==> src/rtl/mem_pkg.sv <==
// ---------------------------------------------------------------------------
// mem_pkg
//   Shared definitions for the load/store path to the unified word memory:
//   access-size encodings, the memory access FSM state type, and the lane
//   select / extend / merge helpers.  The helpers are pure functions so that
//   the writeback stage can reuse the same lane rules as mem_access_unit.
//   No ports (package).
// ---------------------------------------------------------------------------
package mem_pkg;

    typedef enum logic [1:0] {
        SIZE_BYTE = 2'b00,
        SIZE_HALF = 2'b01,
        SIZE_WORD = 2'b10,
        SIZE_ILL  = 2'b11
    } mem_size_e;

    typedef enum logic [1:0] {
        ST_IDLE = 2'b00,
        ST_RD   = 2'b01,
        ST_WR   = 2'b10,
        ST_DONE = 2'b11
    } mem_state_e;

    // Pull the addressed lane out of a memory word (little-endian) and
    // sign- or zero-extend it.  Word accesses pass the word through untouched.
    function automatic logic [31:0] lane_extract(
        input logic [31:0] word,
        input mem_size_e   size,
        input logic [1:0]  off,
        input logic        sgn
    );
        logic [7:0]  b;
        logic [15:0] h;
        logic [31:0] r;
        b = word[{off, 3'b000} +: 8];
        h = off[1] ? word[31:16] : word[15:0];
        case (size)
            SIZE_BYTE: r = {{24{sgn & b[7]}}, b};
            SIZE_HALF: r = {{16{sgn & h[15]}}, h};
            default:   r = word;
        endcase
        return r;
    endfunction

    // Replace the addressed lane of the old word with the right-aligned store
    // data; all other lanes are carried over bit for bit.
    function automatic logic [31:0] lane_merge(
        input logic [31:0] old_word,
        input logic [31:0] wdata,
        input mem_size_e   size,
        input logic [1:0]  off
    );
        logic [31:0] r;
        r = old_word;
        case (size)
            SIZE_BYTE: r[{off, 3'b000} +: 8] = wdata[7:0];
            SIZE_HALF: begin
                if (off[1]) r[31:16] = wdata[15:0];
                else        r[15:0]  = wdata[15:0];
            end
            default:   r = wdata;
        endcase
        return r;
    endfunction

endpackage

==> src/rtl/mem_lane_align.sv <==
// ---------------------------------------------------------------------------
// mem_lane_align
//   Combinational lane logic for one memory access.
//   Ports:
//     size     in  access size (mem_size_e)
//     sgn      in  1 = sign-extend loads
//     off      in  byte offset within the word (addr[1:0])
//     rd_word  in  word read from memory
//     wdata    in  right-aligned store data
//     ld_data  out extracted + extended load result
//     st_word  out rd_word with the addressed lane replaced by wdata
// ---------------------------------------------------------------------------
module mem_lane_align
    import mem_pkg::*;
(
    input  mem_size_e   size,
    input  logic        sgn,
    input  logic [1:0]  off,
    input  logic [31:0] rd_word,
    input  logic [31:0] wdata,
    output logic [31:0] ld_data,
    output logic [31:0] st_word
);

    assign ld_data = lane_extract(rd_word, size, off, sgn);
    assign st_word = lane_merge(rd_word, wdata, size, off);

endmodule

==> src/rtl/mem_access_unit.sv <==
// ---------------------------------------------------------------------------
// mem_access_unit
//   Initiator between the core's load/store datapath and the single-port word
//   memory (registered word write, combinational read).  Handles byte/half/word
//   loads with extension and sub-word stores via read-modify-write.  Illegal
//   size, misaligned and out-of-range requests complete with err=1 without
//   touching memory.
//   Ports:
//     clk, rst          clock; synchronous active-low reset
//     req/req_*         request valid, direction, size, signedness, address, data
//     busy              high whenever the FSM is not IDLE
//     done, err, rdata  completion pulse, reject flag, load result
//     mem_addr/wdata/we memory write/address side; mem_rdata read data
//     dbg_state         current FSM state, for observation only
//
//   Handshake: req is the valid, ~busy is the ready.  A request is taken on a
//   rising edge where req=1 and the unit is IDLE; the core keeps req and its
//   payload stable until it sees done, and any req seen while busy is ignored.
// ---------------------------------------------------------------------------
module mem_access_unit
    import mem_pkg::*;
#(
    parameter int unsigned MEM_WORDS = 1024
) (
    input  logic        clk,
    input  logic        rst,
    input  logic        req,
    input  logic        req_we,
    input  logic [1:0]  req_size,
    input  logic        req_signed,
    input  logic [31:0] req_addr,
    input  logic [31:0] req_wdata,
    output logic        busy,
    output logic        done,
    output logic        err,
    output logic [31:0] rdata,
    output logic [31:0] mem_addr,
    output logic [31:0] mem_wdata,
    output logic        mem_we,
    input  logic [31:0] mem_rdata,
    output logic [1:0]  dbg_state
);

    // 33 bits so a full 4 GiB memory would not wrap the limit to zero.
    localparam logic [32:0] MEM_BYTES = 33'(MEM_WORDS) << 2;

    mem_state_e  state_q, state_d;
    logic        we_q, we_d;
    mem_size_e   size_q, size_d;
    logic        sgn_q, sgn_d;
    logic [31:0] addr_q, addr_d;
    logic [31:0] wdata_q, wdata_d;
    logic        busy_q, busy_d;
    logic        done_q, done_d;
    logic        err_q, err_d;
    logic [31:0] rdata_q, rdata_d;
    logic [31:0] mem_wdata_q, mem_wdata_d;
    logic        mem_we_q, mem_we_d;

    mem_size_e   req_size_e;
    logic        req_bad;
    logic [31:0] ld_data;
    logic [31:0] st_word;

    assign req_size_e = mem_size_e'(req_size);

    // First-match order is irrelevant for the outcome: any hit rejects.
    assign req_bad = (req_size_e == SIZE_ILL)
                  || ((req_size_e == SIZE_HALF) && req_addr[0])
                  || ((req_size_e == SIZE_WORD) && (req_addr[1:0] != 2'b00))
                  || ({1'b0, req_addr} >= MEM_BYTES);

    mem_lane_align u_align (
        .size    (size_q),
        .sgn     (sgn_q),
        .off     (addr_q[1:0]),
        .rd_word (mem_rdata),
        .wdata   (wdata_q),
        .ld_data (ld_data),
        .st_word (st_word)
    );

    always_comb begin
        state_d     = state_q;
        we_d        = we_q;
        size_d      = size_q;
        sgn_d       = sgn_q;
        addr_d      = addr_q;
        wdata_d     = wdata_q;
        err_d       = err_q;
        rdata_d     = rdata_q;
        mem_wdata_d = mem_wdata_q;

        case (state_q)
            ST_IDLE: begin
                if (req) begin
                    we_d    = req_we;
                    size_d  = req_size_e;
                    sgn_d   = req_signed;
                    addr_d  = req_addr;
                    wdata_d = req_wdata;
                    rdata_d = 32'h0;
                    err_d   = req_bad;
                    if (req_bad) begin
                        state_d = ST_DONE;
                    end else if (req_we && (req_size_e == SIZE_WORD)) begin
                        // Full-word store needs no old data: write directly.
                        mem_wdata_d = req_wdata;
                        state_d     = ST_WR;
                    end else begin
                        state_d = ST_RD;
                    end
                end
            end
            ST_RD: begin
                if (we_q) begin
                    // Sub-word store: old word is merged straight into the
                    // write-data register, so it is the RD capture itself.
                    mem_wdata_d = st_word;
                    state_d     = ST_WR;
                end else begin
                    rdata_d = ld_data;
                    state_d = ST_DONE;
                end
            end
            ST_WR:   state_d = ST_DONE;
            ST_DONE: state_d = ST_IDLE;
            default: state_d = ST_IDLE;
        endcase

        // Status outputs are registered copies of the next state.
        busy_d   = (state_d != ST_IDLE);
        done_d   = (state_d == ST_DONE);
        mem_we_d = (state_d == ST_WR);
    end

    always_ff @(posedge clk) begin
        if (!rst) begin
            state_q     <= ST_IDLE;
            we_q        <= 1'b0;
            size_q      <= SIZE_BYTE;
            sgn_q       <= 1'b0;
            addr_q      <= 32'h0;
            wdata_q     <= 32'h0;
            busy_q      <= 1'b0;
            done_q      <= 1'b0;
            err_q       <= 1'b0;
            rdata_q     <= 32'h0;
            mem_wdata_q <= 32'h0;
            mem_we_q    <= 1'b0;
        end else begin
            state_q     <= state_d;
            we_q        <= we_d;
            size_q      <= size_d;
            sgn_q       <= sgn_d;
            addr_q      <= addr_d;
            wdata_q     <= wdata_d;
            busy_q      <= busy_d;
            done_q      <= done_d;
            err_q       <= err_d;
            rdata_q     <= rdata_d;
            mem_wdata_q <= mem_wdata_d;
            mem_we_q    <= mem_we_d;
        end
    end

    assign busy      = busy_q;
    assign done      = done_q;
    assign err       = err_q;
    assign rdata     = rdata_q;
    assign mem_addr  = {addr_q[31:2], 2'b00};
    assign mem_wdata = mem_wdata_q;
    // Gated by reset so a reset landing in the WR cycle cannot commit a write.
    assign mem_we    = mem_we_q & rst;
    assign dbg_state = state_q;

endmodule

==> config.mk <==
export PLATFORM = sky130hd
export DESIGN_NAME = mem_access_unit
export DESIGN_NICKNAME = d
export VERILOG_FILES = /design/src/rtl/mem_pkg.sv /design/src/rtl/mem_lane_align.sv /design/src/rtl/mem_access_unit.sv
export SDC_FILE = /design/constraint.sdc
export NUM_CORES = 1
export LEC_CHECK = 0
export BUFFER_PORTS_ARGS = -buffer_cell sky130_fd_sc_hd__clkbuf_2
export CAP_MARGIN = 20
export CELL_PAD_IN_SITES_DETAIL_PLACEMENT = 2
export CELL_PAD_IN_SITES_GLOBAL_PLACEMENT = 2
export CORE_ASPECT_RATIO = 1.1
export CORE_MARGIN = 4
export CORE_UTILIZATION = 30
export CTS_CLUSTER_DIAMETER = 50
export DETAILED_ROUTE_END_ITERATION = 10
export GPL_TIMING_DRIVEN = 1
export PLACE_DENSITY = 0.83
export SYNTH_ARGS = -nofsm -noshare
export SYNTH_HDL_FRONTEND = slang
export SYNTH_SLANG_ARGS = --single-unit
==> constraint.sdc <==
create_clock -name clk -period 2.92 [get_ports clk]
set_input_delay 0.584 -clock clk [delete_from_list [all_inputs] [get_ports clk]]
set_output_delay 0.584 -clock clk [all_outputs]
set_load 0.05 [all_outputs]
## Yosys cells after proc, flatten, opt, wreduce, memory -nomap -nowiden

Index checks and enable logic that the tools add are counted.

- Bits in registers: 138
- Input port bits: 103
- Output and inout bits: 102
- Logic and storage cells: 67

- $add $sub $neg: 1
- Order comparisons: 1
- Eq/ne operators: 14
- Shift operators: 3
- Mux-type cells: 19
- Bitwise operators: 3
- Reduce and logical (&&, ||, !) cells: 14

Operators by type and width:

| kind | count |
|---|---|
| 32-bit one-hot mux with 2 select lines | 4 |
| 32-bit two-way mux | 6 |
| 16-bit two-way mux | 3 |
| 32-bit bitwise mux | 1 |
| 32-bit by 13-bit >= comparator with 1-bit output, second input constant | 1 |
| 8-bit by 7-bit variable shift with 32-bit output, first input constant | 1 |
| 32-bit by 6-bit indexed part select with 8-bit output | 1 |
| 8-bit by 7-bit indexed part select with 32-bit output | 1 |
| 2-bit equality test, second input constant | 6 |
| 2-bit != test, second input constant | 5 |
| 2-bit one-hot mux with 4 select lines | 1 |
| 5-bit negator with 7-bit output | 1 |
| 2-bit by 1-bit equality test with 1-bit output, second input constant | 3 |
| 2-bit two-way mux | 3 |
| 2-bit nonzero test | 3 |
| 5-bit AND reduction | 1 |
| 2-bit zero test | 2 |
| 1-bit bitwise AND | 3 |
| 1-bit logical AND | 3 |
| 1-bit logical OR | 3 |
| 3-bit AND reduction | 1 |
| 2-bit AND reduction | 1 |
| 1-bit two-way mux | 1 |

## Logic depth before layout (Yosys ltp)

- Word-level depth: 9
- Mapped depth: 10
- Mapped depth without buffers: 7

## By module

Synthesis repeated with hierarchy kept, for this count alone.

- Cell total of the unflattened synthesis: 837
- Area total of the unflattened synthesis: 7,228.2 µm²

By module, submodules not included:

| module | instances | cells each | area each (µm²) | sequential area each (µm²) |
|---|---|---|---|---|
| mem_access_unit | 1 | 603 | 5,701.7 | 2,762.6 |
| mem_lane_align | 1 | 234 | 1,526.5 | 0.0 |

## Worst setup path after synthesis

OpenSTA, ideal clock, no wires.

- Path kind: register -> register
- Start: register addr_q[1]
- End: register mem_wdata_q[10], in the netlist mem_wdata[10]
- Setup time: 0.117 ns
- Arrival time: 2.522 ns
- Setup slack: 0.281 ns
- Cell stages (with the launch flop): 11
- Buffers on the path: 4
- Period minus slack after synthesis: 2.639 ns
- Cells stage by stage: dfxtp_1 > buf_2 > buf_2 > buf_4 > inv_1 > ha_1 > nor2b_1 > and3_1 > buf_1 > a221o_1 > a32o_1

- Cells in the longest elaborated chain, start to end: 6

RTL lines:

| what | RTL line | text |
|---|---|---|
| start: declaration | mem_access_unit.sv:51 | `logic [31:0] addr_q, addr_d;` |
| start signal: assignment | mem_access_unit.sv:156 | `addr_q <= addr_d;` |
| 5-bit negator with 7-bit output | mem_pkg.sv:57 | `SIZE_BYTE: r[{off, 3'b000} +: 8] = wdata[7:0];` |
| 8-bit by 7-bit indexed part select with 32-bit output or 8-bit by 7-bit variable shift with 32-bit output (tied branches) | mem_pkg.sv:57 |  |
| 32-bit bitwise mux | mem_pkg.sv:57 |  |
| 32-bit one-hot mux with 2 select lines (*) | mem_pkg.sv:56 | `case (size)` |
| 32-bit two-way mux (*) | mem_access_unit.sv:116 | `if (we_q) begin` |
| 32-bit one-hot mux with 2 select lines (*) | mem_access_unit.sv:94 | `case (state_q)` |
| end signal: assignment | mem_access_unit.sv:162 | `mem_wdata_q <= mem_wdata_d;` |
| end: declaration | mem_access_unit.sv:57 | `logic [31:0] mem_wdata_q, mem_wdata_d;` |

Mark *: on every way between the ends. The rest lies on a longest branch, timed or not. The select of a mux whose other input is x is not followed.
A chain may end at the register's enable or synchronous reset.

## Worst setup path in the final report

- Start: register addr_q[0]
- End: register mem_wdata_q[17], in the netlist mem_wdata[17]

- Cells in the longest elaborated chain, start to end: 6

RTL lines:

| what | RTL line |
|---|---|
| 5-bit negator with 7-bit output (*) | mem_pkg.sv:57 |
| 8-bit by 7-bit indexed part select with 32-bit output or 8-bit by 7-bit variable shift with 32-bit output (tied branches) | mem_pkg.sv:57 |
| 32-bit bitwise mux (*) | mem_pkg.sv:57 |
| 32-bit one-hot mux with 2 select lines (*) | mem_pkg.sv:56 |
| 32-bit two-way mux (*) | mem_access_unit.sv:116 |
| 32-bit one-hot mux with 2 select lines (*) | mem_access_unit.sv:94 |

Marked as above.

==> impl_summary.txt <==
----------------------------------------------------
[STA]
  Time the worst path needs with I/O delays and setup ... roughly 2600 ps
  Final Hold Fails ... 0
  Worst-case headroom to the max-slew limit ... 36.2%
  Count of final setup violators ... 0
  Unrepaired setup endpoints after global routing ... false
  Worst clock skew on the final layout ... about 8.3 ps
  Share of the clock period used by the worst path ... 88.7%
  Final sum of negative setup slack ... 0 ps
  Highest clock frequency the design can meet ... 0.386 GHz
  Transition time at the pin with the least slew margin ... approximately 960 ps
  Max-slew violations ... 0

[CTS]
  Quantity of gates resized following cts ... 0
  Buffer depth of the longest clock path ... 2
  Count of hold buffers inserted by post-cts repair ... 0
  # H-tree levels ... 4
  Clock slew at the register clock pins of the worst setup and hold paths ... around 60 ps
  Clock tree root driver cell ... sky130_fd_sc_hd__clkbuf_16
  Number of buffers inserted by post-CTS setup repair ... 0
  TritonCTS Buffers ... 17
  Clock tree from TritonCTS ... done
  Clock latency at the later pin of the worst-skew pair ... 430 ps
  Total clock sinks ... about 140

[Run]
  Maxcap violations ... 0

[Cells and area]
  ANT cells ... 0
  Fraction of layout cells with a size suffix above 1 ... 29.9%
  Number of fill cells in the layout ... 2542
  Final standard cell utilization of the core ... 38.2%
  Signed area change from the synthesized netlist to the final layout ... 24.1%
  Number of nets at the end of the flow ... 1068

[Floorplanning]
  Core ar. ... approximately 22000 µm²
  Die Span Y ... 167 µm
  Number of cell rows ... 57
  Initial core utilization ... 30.8%
  IO Pins ... 205
  Die outline width ... 152 µm
  Die Area ... ~25000 µm²

[Placement]
  GPL Wtd Cong ... 0.813
  Port Buffers ... 202
  Post-detail-place hpwl ... between 20 and 25 mm

[Power]
  Power per cell area ... 1050 nW/µm²
  Relative contribution of sequential cells to total power ... just under 30%
  Worst IR Drop VDD ... just under 500 µV
  Switching part of the total power ... 46.4%
  Leakage power ... 3.51 nW
  Net load switching power ... approximately 0.0041 W
  Int Power ... between 0.004 and 0.005 W
  Part of the total power dissipated in the clock network ... about a quarter
  Proportion of power drawn by combinational gates ... 45.0%

[Yosys]
  Number of enable flip-flop cells after synthesis ... 0
  Most numerous cell in the Yosys netlist ... sky130_fd_sc_hd__nand2_1
  Sequential share of the synthesized area ... 40.2%
  Asr flop ratio synth ... 0%
  Top cells by area in the synthesized netlist ... sky130_fd_sc_hd__dfxtp_1, sky130_fd_sc_hd__nand2_1, sky130_fd_sc_hd__a21boi_0
  Synthesis-stage register bit count ... 138
  Count of different cell masters after synthesis ... between 50 and 60
  Commonest register cell after synthesis ... sky130_fd_sc_hd__dfxtp_1
  Leading area contributor after synthesis ... sky130_fd_sc_hd__dfxtp_1
  Most frequent cells after synthesis ... sky130_fd_sc_hd__nand2_1, sky130_fd_sc_hd__dfxtp_1, sky130_fd_sc_hd__a21boi_0
  Synth top area share ... 40.2%
  Gate Count Post-Synth ... 810
  Number of warnings printed during yosys synthesis ... 0
  Cell area after synthesis ... 6880 µm²
  Synthesized area per cell ... between 8 and 9 µm²

[Critical path]
  CP required ... around 3300 ps
  Start-to-end type of the worst setup path ... flop to flop
  Data arrival, critical path ... between 2000 and 3000 ps
  Crit path launch type ... flop
  Setup slack of the most critical reg-to-reg path ... 330 ps
  Critical Path End Type ... flop
  Worst-case reg-to-reg path depth ... 7
  CP Max Fanout ... 9

[Drt]
  Total via count in the routed design ... 6855
  Remaining antenna violation count after routing ... 0
  Average wire length per cell after detail routing ... 22.6 µm
  Iteration-0 DRC Markers ... about 480
  Total wire length ... 28.5 mm
  DRC Markers ... 0
  DR vias/cell ... 5.42
  Detailed Routing Iterations Pass 1 ... 6

[Worst hold path]
  Worst hold path type ... input port to flop
  Hold path cells ... 3

[Global route]
  Wire length of the first global-routing pass ... roughly 44 mm
  Largest net degree at the start of global routing ... 65
  Vias in the first global route ... 7337
  Initial antenna violation count ... 0
  GR Overflow Total ... 0
  Overall Global Routing Usage ... 21.7%

[Run status]
  Run status ... finished, final reports clean

----------------------------------------------------
worst max-delay path: stages (launching register included):
cell and delay, ps:
sky130_fd_sc_hd__dfxtp_1 490, sky130_fd_sc_hd__inv_1 150, sky130_fd_sc_hd__ha_1 390, sky130_fd_sc_hd__nor2b_1 190, sky130_fd_sc_hd__nand3_1 100, sky130_fd_sc_hd__o22ai_1 750, sky130_fd_sc_hd__a221o_1 290, sky130_fd_sc_hd__a32o_1 160
per-stage QoR:
stage | hold WS [ps] | worst slack [ps] | power (W) | cells | instance area, µm²
floorplan | 443 | 281 | 0.00557 | 811 | 6880
global placement | 437 | 370 | 0.00655 | 1233 | 7920
detailed placement | 452 | 355 | 0.00666 | 1233 | 7920
CTS | 370 | 306 | 0.00901 | 1265 | 8540
global route | 383 | 228 | 0.00940 | 1265 | 8540
finish | 385 | 331 | 0.00893 | 1265 | 8540
metal layers:
| layer | global-route usage [%] | part of all wire, % |
|---|---|---|
| met1 | 25.8 | 40 |
| met2 | 38.0 | 50 |
| met3 | 4.85 | 5.8 |
| met4 | 8.33 | 3.4 |
| met5 | 0 | 0 |
cell families (layout without fill, tap and decap cells):
| kind of cell | Yosys count | count (layout) | synth area share [%] |
|---|---|---|---|
| AND/OR/NAND/NOR | 281 | 281 | 17.7 |
| multiplexers | 19 | 19 | 3.11 |
| other | 1 | 2 | 0.0545 |
| flip-flops | 138 | 138 | 40.2 |
| buffers and inverters | 104 | 263 | 8.06 |
| adder cells (fa/ha/maj) | 8 | 8 | 1.46 |
| AO/OA/AOI/OAI | 259 | 259 | 29.4 |
state kept, by name (all words and copies together), names as in the netlist:
name	flops
addr_q	32
busy	1
dbg_state	2
done	1
err	1
mem_wdata	32
mem_we_q	1
rdata	32
sgn_q	1
size_q	2
wdata_q	32
we_q	1
placed cells by master, fill, tap and decap left out, types with 11 or more instances in the layout:
| cell type | netlist | layout |
|---|---|---|
| sky130_fd_sc_hd__a21boi_0 | 88 | 88 |
| sky130_fd_sc_hd__a21oi_1 | 20 | 20 |
| sky130_fd_sc_hd__a221o_1 | 21 | 21 |
| sky130_fd_sc_hd__a221oi_1 | 11 | 11 |
| sky130_fd_sc_hd__a22o_1 | 21 | 21 |
| sky130_fd_sc_hd__a22oi_1 | 24 | 24 |
| sky130_fd_sc_hd__a32o_1 | 16 | 16 |
| sky130_fd_sc_hd__buf_4 | 35 | 17 |
| sky130_fd_sc_hd__clkbuf_16 | 0 | 17 |
| sky130_fd_sc_hd__clkbuf_2 | 0 | 202 |
| sky130_fd_sc_hd__dfxtp_1 | 138 | 138 |
| sky130_fd_sc_hd__nand2_1 | 190 | 189 |
| sky130_fd_sc_hd__nor2_1 | 35 | 35 |
| sky130_fd_sc_hd__o21ai_0 | 17 | 17 |
| sky130_fd_sc_hd__or2_2 | 18 | 18 |
worst paths after layout:
check / start / endpoint
max reg2reg: addr_q[0] / mem_wdata[17]
max: addr_q[0] / mem_wdata[17]
min reg2reg: rdata[10] / rdata[10]
min: req_addr[8] / addr_q[8]
cell type report:
class	count	area, µm²	share of cell area (%)
clock inverters	15	190	2.23
multi-input cells	569	3570	41.8
flip-flops and latches	138	2760	32.4
inverters	10	37.5	0.440
repair buffers	221	1180	13.8
clock buffers	17	425	4.98
well taps	295	369	4.32
power groups by stage:
stage          clock [W]  combinational, W  sequential (W)
6_report         0.00229           0.00402         0.00262
4_1_cts          0.00234           0.00405         0.00262
3_3_place_gp           0           0.00391         0.00264
5_1_grt          0.00243           0.00431         0.00266
2_1_floorplan          0           0.00215         0.00342
3_5_place_dp           0           0.00400         0.00266
Note: power is estimated with default switching activity, not from simulation.
